## config.mk

```make
export PLATFORM = sky130hd
export DESIGN_NAME = gf_inv_seq
export DESIGN_NICKNAME = d
export VERILOG_FILES = /design/src/rtl/gf_inv_seq.sv
export SDC_FILE = /design/constraint.sdc
export NUM_CORES = 1
export LEC_CHECK = 0
export CORE_MARGIN = 5
export CORE_UTILIZATION = 49
export CTS_CLUSTER_SIZE = 28
export DETAILED_ROUTE_END_ITERATION = 8
export GPL_ROUTABILITY_DRIVEN = 0
export PLACE_DENSITY = 0.67
export REMOVE_ABC_BUFFERS = 1
export SLEW_MARGIN = 0
export SYNTH_ARGS = -nofsm -noshare
export SYNTH_HDL_FRONTEND = slang
export SYNTH_SLANG_ARGS = --single-unit
```

## constraint.sdc

```tcl
create_clock -name clk -period 7.65 [get_ports clk]
set_clock_uncertainty 0.05 [all_clocks]
set_input_delay 1.53 -clock clk [delete_from_list [all_inputs] [get_ports clk]]
set_output_delay 1.53 -clock clk [all_outputs]
set_load 0.05 [all_outputs]
```

## src/rtl/gf_inv_seq.sv

```systemverilog
// gf_inv_seq: sequential GF(2^m) inverter (binary extended Euclid), one micro-step per clock.
module gf_inv_seq #(
    parameter int DATA_WIDTH = 32,
    parameter int MAX_GF     = 16
) (
    input  logic                        clk,
    input  logic                        rst_n,
    input  logic                        start,
    input  logic [$clog2(DATA_WIDTH):0] polyn_grade,
    input  logic [DATA_WIDTH:0]         polyn_red_in,
    input  logic [DATA_WIDTH-1:0]       a,
    output logic                        busy,
    output logic                        done,
    output logic                        err,
    output logic [DATA_WIDTH-1:0]       out
);
    localparam int MW  = $clog2(DATA_WIDTH) + 1;
    localparam int WDW = $clog2(4 * MAX_GF + 6);
    localparam logic [DATA_WIDTH:0] ONE = 1;
    typedef enum logic [1:0] {S_IDLE, S_LOAD, S_RUN, S_FIN} state_t;
    state_t r_state, w_next;
    logic [MW-1:0]         r_m;
    logic [DATA_WIDTH:0]   r_f, r_u, r_v;
    logic [DATA_WIDTH-1:0] r_a, r_g1, r_g2, r_res, r_out;
    logic [WDW-1:0]        r_wd;
    logic                  r_err_pend, r_err, r_done;
    logic [DATA_WIDTH-1:0] w_amask;
    logic [DATA_WIDTH:0]   w_fmask;
    logic [WDW-1:0]        w_wd_lim;
    logic                  w_req_bad, w_u_one, w_v_one, w_wd_exp, w_u_gt;
    function automatic int f_deg(input logic [DATA_WIDTH:0] x);
        f_deg = 0;
        for (int i = 0; i <= DATA_WIDTH; i++)
            if (x[i]) f_deg = i;
    endfunction
    // Exact division by x in the field: add f first when g is odd.
    function automatic logic [DATA_WIDTH-1:0] f_half(input logic [DATA_WIDTH-1:0] g,
                                                     input logic [DATA_WIDTH:0] f);
        logic [DATA_WIDTH:0] t;
        t = g[0] ? ({1'b0, g} ^ f) : {1'b0, g};
        f_half = t[DATA_WIDTH:1];
    endfunction
    always_comb begin
        w_amask = '0;
        w_fmask = '0;
        for (int i = 0; i < DATA_WIDTH; i++) w_amask[i] = i < int'(polyn_grade);
        for (int i = 0; i <= DATA_WIDTH; i++) w_fmask[i] = i <= int'(polyn_grade);
    end
    assign w_req_bad = int'(polyn_grade) < 2 || int'(polyn_grade) > MAX_GF || (a & w_amask) == '0;
    assign w_u_one   = r_u == ONE;
    assign w_v_one   = r_v == ONE;
    assign w_u_gt    = f_deg(r_u) > f_deg(r_v);
    assign w_wd_lim  = WDW'(4 * int'(r_m) + 4);
    assign w_wd_exp  = r_wd >= w_wd_lim;
    always_ff @(posedge clk or negedge rst_n) begin
        if (!rst_n) r_state <= S_IDLE;
        else        r_state <= w_next;
    end
    always_comb begin
        w_next = r_state;
        case (r_state)
            S_IDLE:  w_next = start ? (w_req_bad ? S_FIN : S_LOAD) : S_IDLE;
            S_LOAD:  w_next = S_RUN;
            S_RUN:   w_next = (w_u_one || w_v_one || w_wd_exp) ? S_FIN : S_RUN;
            default: w_next = S_IDLE;
        endcase
    end
    always_comb begin
        busy = r_state != S_IDLE;
        done = r_done;
        err  = r_err;
        out  = r_out;
    end
    always_ff @(posedge clk or negedge rst_n) begin
        if (!rst_n) begin
            r_m        <= '0;
            r_f        <= '0;
            r_a        <= '0;
            r_u        <= '0;
            r_v        <= '0;
            r_g1       <= '0;
            r_g2       <= '0;
            r_res      <= '0;
            r_out      <= '0;
            r_wd       <= '0;
            r_err_pend <= 1'b0;
            r_err      <= 1'b0;
            r_done     <= 1'b0;
        end else begin
            r_done <= r_state == S_FIN;
            case (r_state)
                S_IDLE: if (start) begin
                    r_m        <= polyn_grade;
                    r_f        <= polyn_red_in & w_fmask;
                    r_a        <= a & w_amask;
                    r_err_pend <= w_req_bad;
                end
                S_LOAD: begin
                    r_u   <= {1'b0, r_a};
                    r_v   <= r_f;
                    r_g1  <= DATA_WIDTH'(1);
                    r_g2  <= '0;
                    r_res <= '0;
                    r_wd  <= '0;
                end
                S_RUN: begin
                    r_wd <= r_wd + 1'b1;
                    if (w_u_one) r_res <= r_g1;
                    else if (w_v_one) r_res <= r_g2;
                    else if (w_wd_exp) r_err_pend <= 1'b1;
                    else if (!r_u[0]) begin
                        r_u  <= r_u >> 1;
                        r_g1 <= f_half(r_g1, r_f);
                    end else if (!r_v[0]) begin
                        r_v  <= r_v >> 1;
                        r_g2 <= f_half(r_g2, r_f);
                    end else if (w_u_gt) begin
                        r_u  <= r_u ^ r_v;
                        r_g1 <= r_g1 ^ r_g2;
                    end else begin
                        r_v  <= r_v ^ r_u;
                        r_g2 <= r_g2 ^ r_g1;
                    end
                end
                default: begin
                    r_out <= r_err_pend ? '0 : r_res;
                    r_err <= r_err_pend;
                end
            endcase
        end
    end
endmodule

```

## Yosys cells after proc, flatten, opt, wreduce, memory -nomap -nowiden

Cells that the tools add are included.

- Mux-type cells: 108
- Add/subtract/negate cells: 2
- Reductions and logical operators: 17
- Equal/unequal tests: 15
- Bitwise logic cells: 6
- $lt $le $gt $ge: 68

Operators by type and width:

| operator | count |
|---|---|
| 2-to-1 mux 32 bit | 77 |
| 2-to-1 mux 33 bit | 14 |
| case mux 32 bit (2 select lines) | 3 |
| case mux 33 bit (2 select lines) | 2 |
| less-or-equal comparator 5 x 6 -> 1 bit, first input constant | 16 |
| < comparator 5 x 6 -> 1 bit, first input constant | 16 |
| == test 33 x 1 -> 1 bit, second input constant | 2 |
| bitwise XOR 32 x 33 -> 33 bit | 2 |
| less-or-equal comparator 4 x 6 -> 1 bit, first input constant | 8 |
| < comparator 4 x 6 -> 1 bit, first input constant | 8 |
| AND 33 bit | 1 |
| bitwise XOR 33 bit | 1 |
| AND 32 bit | 1 |
| > comparator 32 bit | 1 |
| zero test 32 bit | 1 |
| bitwise XOR 32 bit | 1 |
| less-or-equal comparator 3 x 6 -> 1 bit, first input constant | 4 |
| < comparator 3 x 6 -> 1 bit, first input constant | 4 |
| case mux 7 bit (2 select lines) | 1 |
| less-or-equal comparator 2 x 6 -> 1 bit, first input constant | 2 |
| < comparator 1 x 6 -> 1 bit, first input constant | 2 |
| < comparator 2 x 6 -> 1 bit, first input constant | 2 |
| inequality test 2 bit, second input constant | 6 |
| inequality test 3 bit, second input constant | 4 |
| 21 further kinds | 37 |

- Word-level logic and storage cells: 232
- Register bits after elaboration: 276
- Input bits: 74

## Longest topological paths before layout

- Depth after elaboration: 40
- Mapped depth: 19
- Mapped depth without buffers: 15

## Worst setup path before layout

No wires, ideal clock.

- Path type: input to register
- Start: input port polyn_grade[4]
- End: register r_state[1]
- Arrival: 3,824 ps
- Path buffers: 2
- Required time: 7,497 ps
- Library setup time: 103 ps
- Stages: 8
- Path slack: 3,672 ps
- Cells stage by stage: clkbuf_2 or4_4 buf_6 o21ai_2 nand4_1 or4_1 or4_4 o41ai_2

- Longest elaborated chain between the ends: 7
- Elaborated cells between the ends (all ways): 41
- Classes of those cells: order compare (34); mux (3); bitwise (1); reduce/logical (3)

Ends and longest elaborated chain:

| item | line | source |
|---|---|---|
| start, declared | 9 | `input logic [$clog2(DATA_WIDTH):0] polyn_grade,` |
| < comparator 1 x 6 -> 1 bit, or another cell as far along | 46 | `for (int i = 0; i < DATA_WIDTH; i++) w_amask[i] = i < int'(polyn_grade);` |
| AND 32 bit | 49 | `assign w_req_bad = int'(polyn_grade) < 2 \|\| int'(polyn_grade) > MAX_GF \|\| (a & w_amask) == '0;` |
| zero test 32 bit | 49 |  |
| logical OR 1 bit (*) | 49 |  |
| 2-to-1 mux 2 bit (*) (2 in a row) | 62 | `S_IDLE: w_next = start ? (w_req_bad ? S_FIN : S_LOAD) : S_IDLE;` |
| case mux 2 bit (3 select lines) (*) | 61 | `case (r_state)` |
| named net w_next[1] | 21 | `state_t r_state, w_next;` |
| end signal, assigned | 57 | `else r_state <= w_next;` |
| end, declared | 21 |  |

The timed path passes the listed nets; every way through them passes the cells marked *.
A chain may end at the register's enable or synchronous reset.

## Final worst setup path

- Start: register r_v[3]
- End: register r_v[23]

- Longest elaborated chain between the ends: 33
- Elaborated cells between the ends (all ways): 35
- Classes of those cells: order compare (1); eq/ne (3); mux (30); reduce/logical (1)

Ends and longest elaborated chain:

| item | line | source |
|---|---|---|
| start, declared | 23 | `logic [DATA_WIDTH:0] r_f, r_u, r_v;` |
| start signal, assigned | 100 | `r_v <= r_f;` |
| start signal, assigned | 115 | `r_v <= r_v >> 1;` |
| start signal, assigned | 121 | `r_v <= r_v ^ r_u;` |
| 2-to-1 mux 32 bit (30 in a row) | 34 | `if (x[i]) f_deg = i;` |
| > comparator 32 bit | 52 | `assign w_u_gt = f_deg(r_u) > f_deg(r_v);` |
| inequality test 3 bit (no line) | -- |  |
| AND reduction 6 bit (no line) (*) | -- |  |

Every way passes the cells marked *; elsewhere a longest branch is shown, timed or not.

==> out/qor.txt <==
Highest-delay cell along the critical path -> or3_4
Drt wl/cell -> 22.1 um
Synth Warn # -> 0
Synth top area cells -> dfrtp_1, nand2_1, o21ai_0
Slowest stage delay, CP -> 0.95 ns
Min-delay src -> r_a[3]
Register bit count reported by yosys -> 276
Fmax -> 187 MHz
Clock Sinks -> 276
Initial DRT Pass Iterations -> 7
Clk slew on worst S/H paths -> 0.07 ns
Pins Over Slew Limit -> 0
Final Non-Filler Cells -> 2407
Clk root buf -> clkbuf_16
Layout Nets -> 2033
Htree depth -> 1
Post-synth EDFFs -> 0
Post-synth top area share -> 41.3%
FILL cells -> 3070
GRT Util Overall -> 27.0%
Distinct cells, synth -> 75
Hold Path End -> r_a[3]
DRT Wirelength -> 53200 um
Crit path DAT -> 5.78 ns
Core area -> 33600 um2
Min cycle time layout -> 5.35 ns
CTS Hold Bufs -> 0
Hold_ws -> 0.439 ns
WHS Path Cells -> 2
First-pass GRT wire length -> 83800 um
Initial antenna violation count -> 0
Tcrit/Tclk final -> 70.0%
Register area share after synthesis -> 41.3%
Leak -> 7.62 nW
Maximum vdd drop -> 0.000353 V
Largest net degree at the start of global routing -> 173
Hold Crit Class -> reg2reg
FP Rows -> 67
Outcome -> complete, no violations
Gr ovfl total -> 0
Area grow syn2layout -> 12.5%
FF-to-FF setup slack -> 2.30 ns
RSZ-0062 raised after global routing -> no
Asr flop ratio synth -> 100%
Post-CTS Setup Inserts -> 0
CP most frequent cell -> o31ai_1
CTS max path bufs -> 3
Vias in the first global route -> 14300
HPWL Detailed -> 33500 um
Worst slew pin tran -> 1.14 ns
Layout cells sized above 1 -> 6.79%
TritonCTS buffer count -> 31
CP max FO -> 97
Vias -> 15300
Finished Core Util -> 56.0%
DRT iter0 DRCs -> 1846
Routed Antenna Nets -> 0
Vias/cell -> 6.38
Worst Setup End Kind -> flop
Insertion delay to the later sink of the worst-skew pair -> 0.57 ns
FF-to-FF Start -> r_v[3]
Mapped Avg Cell Area -> 8.47 um2
Die Wd -> 195 um
Max Cap Viol -> 0
Die height -> 195 um
PD cells -> 428 nW/um2
Final Setup Violations -> 0
Worst setup SP type -> flop
Mapped Cells -> 1975
Crit-path cells -> nor2_1 -> o31ai_1 -> a211oi_1 -> o31ai_1 -> a211oi_1 -> o311ai_0 -> nand3_1 -> ha_1 -> nand3b_1 -> a21oi_1 -> o211ai_1 -> a21oi_2 -> buf_4 -> or3_4 -> buf_4 -> nand2_1 -> o31ai_1
Die ar. -> 37900 um2
Slew HR -> 23.6%
Post-CTS Resized -> 0
Cell Area, Synth -> 16700 um2
Boundary Pins -> 109
DRC viols -> 0
Antenna Cells -> 0
FF-to-FF path depth -> 17
End of the worst register-to-register path -> r_v[23]
Post-synth top flop -> dfrtp_1
DP Cell Count -> 2354
CTS tree -> done
Largest area contributor in the synthesized netlist -> dfrtp_1
Setup Crit Path Kind -> reg2reg
Starting Density -> 49.8%
Endpoints failing hold -> 0
Port bufs -> 108
Critical path data required time -> 8.08 ns
## worst max-delay path by stage
| stage | start | slack [ns] | cells after the start | to |
|---|---|---|---|---|
| after floorplan | r_state[0] | -1.10 | 7 | r_g2[10] |
| after global placement | polyn_grade[5] | 2.48 | 7 | r_state[1] |
| after detailed placement | polyn_grade[5] | 2.39 | 7 | r_state[1] |
| after CTS | r_v[3] | 2.41 | 17 | r_v[23] |
| after global routing | r_v[3] | 1.95 | 17 | r_v[18] |
| final | r_v[3] | 2.30 | 17 | r_v[23] |
## sequential cells by signal, indices dropped and copies added, names as in the netlist
register	count
done	1
err	1
out	32
r_a	32
r_err_pend	1
r_f	33
r_g1	32
r_g2	32
r_m	5
r_res	32
r_state	2
r_u	33
r_v	33
r_wd	7
## cell type report
class | instances | area [um2] | share of cell area, %
multi-input cells | 1433 | 8870 | 47.1
flip-flops and latches | 276 | 6910 | 36.7
repair buffers | 132 | 1280 | 6.79
clock buffers | 48 | 940 | 4.99
well taps | 448 | 561 | 2.98
inverters | 65 | 244 | 1.30
clock inverters | 5 | 30.0 | 0.160
## cell families (layout without fill, tap and decap cells)
group,Yosys count,after routing,share of synthesized area (%)
AND/OR/NAND/NOR,690,690,19.6
AO/OA/AOI/OAI,589,589,23.9
flip-flops,276,276,41.3
buffers and inverters,266,250,6.18
XOR/XNOR,98,98,5.13
multiplexers,35,35,2.34
adder cells (fa/ha/maj),21,21,1.56
## cells in the mapped netlist (31+ instances only)
cell,count
o41ai_1,40
xor2_1,70
dfrtp_1,276
mux2_2,31
a32o_1,34
nand3b_1,45
nand2_1,283
o21ai_0,155
nor2_1,140
a21oi_1,61
nand3_1,58
o21ai_1,92
inv_1,64
nand2b_1,47
o311ai_1,35
clkbuf_1,156
## where the power goes
| part | switching [mW] | internal, mW |
|---|---|---|
| Clock | 0.622 | 0.833 |
| Combinational | 2.64 | 1.36 |
| Sequential | 0.701 | 1.89 |
## worst max-delay path: cells and delay by family, from the launching register on
family	cells	cell delay, ns
adders and majority gates	1	0.33
AOI/OAI and AO/OA	9	2.05
DFF	1	0.50
buffers and inverters	2	0.88
and+or+nand+nor	5	1.40
## metrics by stage
| stage | TNS [ns] | power [mW] | area (um2) | setup WS, ns |
|---|---|---|---|---|
| after floorplan | -60.99 | 5.07 | 15900 | -1.10 |
| after global placement | 0 | 6.41 | 17900 | 2.48 |
| after detailed placement | 0 | 6.51 | 17900 | 2.39 |
| after CTS | 0 | 7.99 | 18800 | 2.41 |
| after global routing | 0 | 8.56 | 18800 | 1.95 |
| final | 0 | 8.05 | 18800 | 2.30 |
## layout by cell type (no fill, tap or decap), types with 33 or more instances in the layout
cell type / netlist / final
o21ai_1: 92 / 91
dfrtp_1: 276 / 275
clkdlybuf4s50_1: 0 / 107
nand2b_1: 47 / 47
o21ai_0: 155 / 155
o41ai_1: 40 / 40
inv_1: 64 / 63
nand3_1: 58 / 58
a21oi_1: 61 / 59
xor2_1: 70 / 70
nand3b_1: 45 / 45
a32o_1: 34 / 33
nand2_1: 283 / 282
nor2_1: 140 / 138
o311ai_1: 35 / 35
## per-layer routing
layer / part of all wire, % / global-route usage (%)
met1: 44 / 39.9
met3: 8.3 / 4.40
met2: 45 / 41.7
met4: 2.4 / 6.49
met5: 0 / 0
No activity file was read; power rests on OpenSTA's default activity.
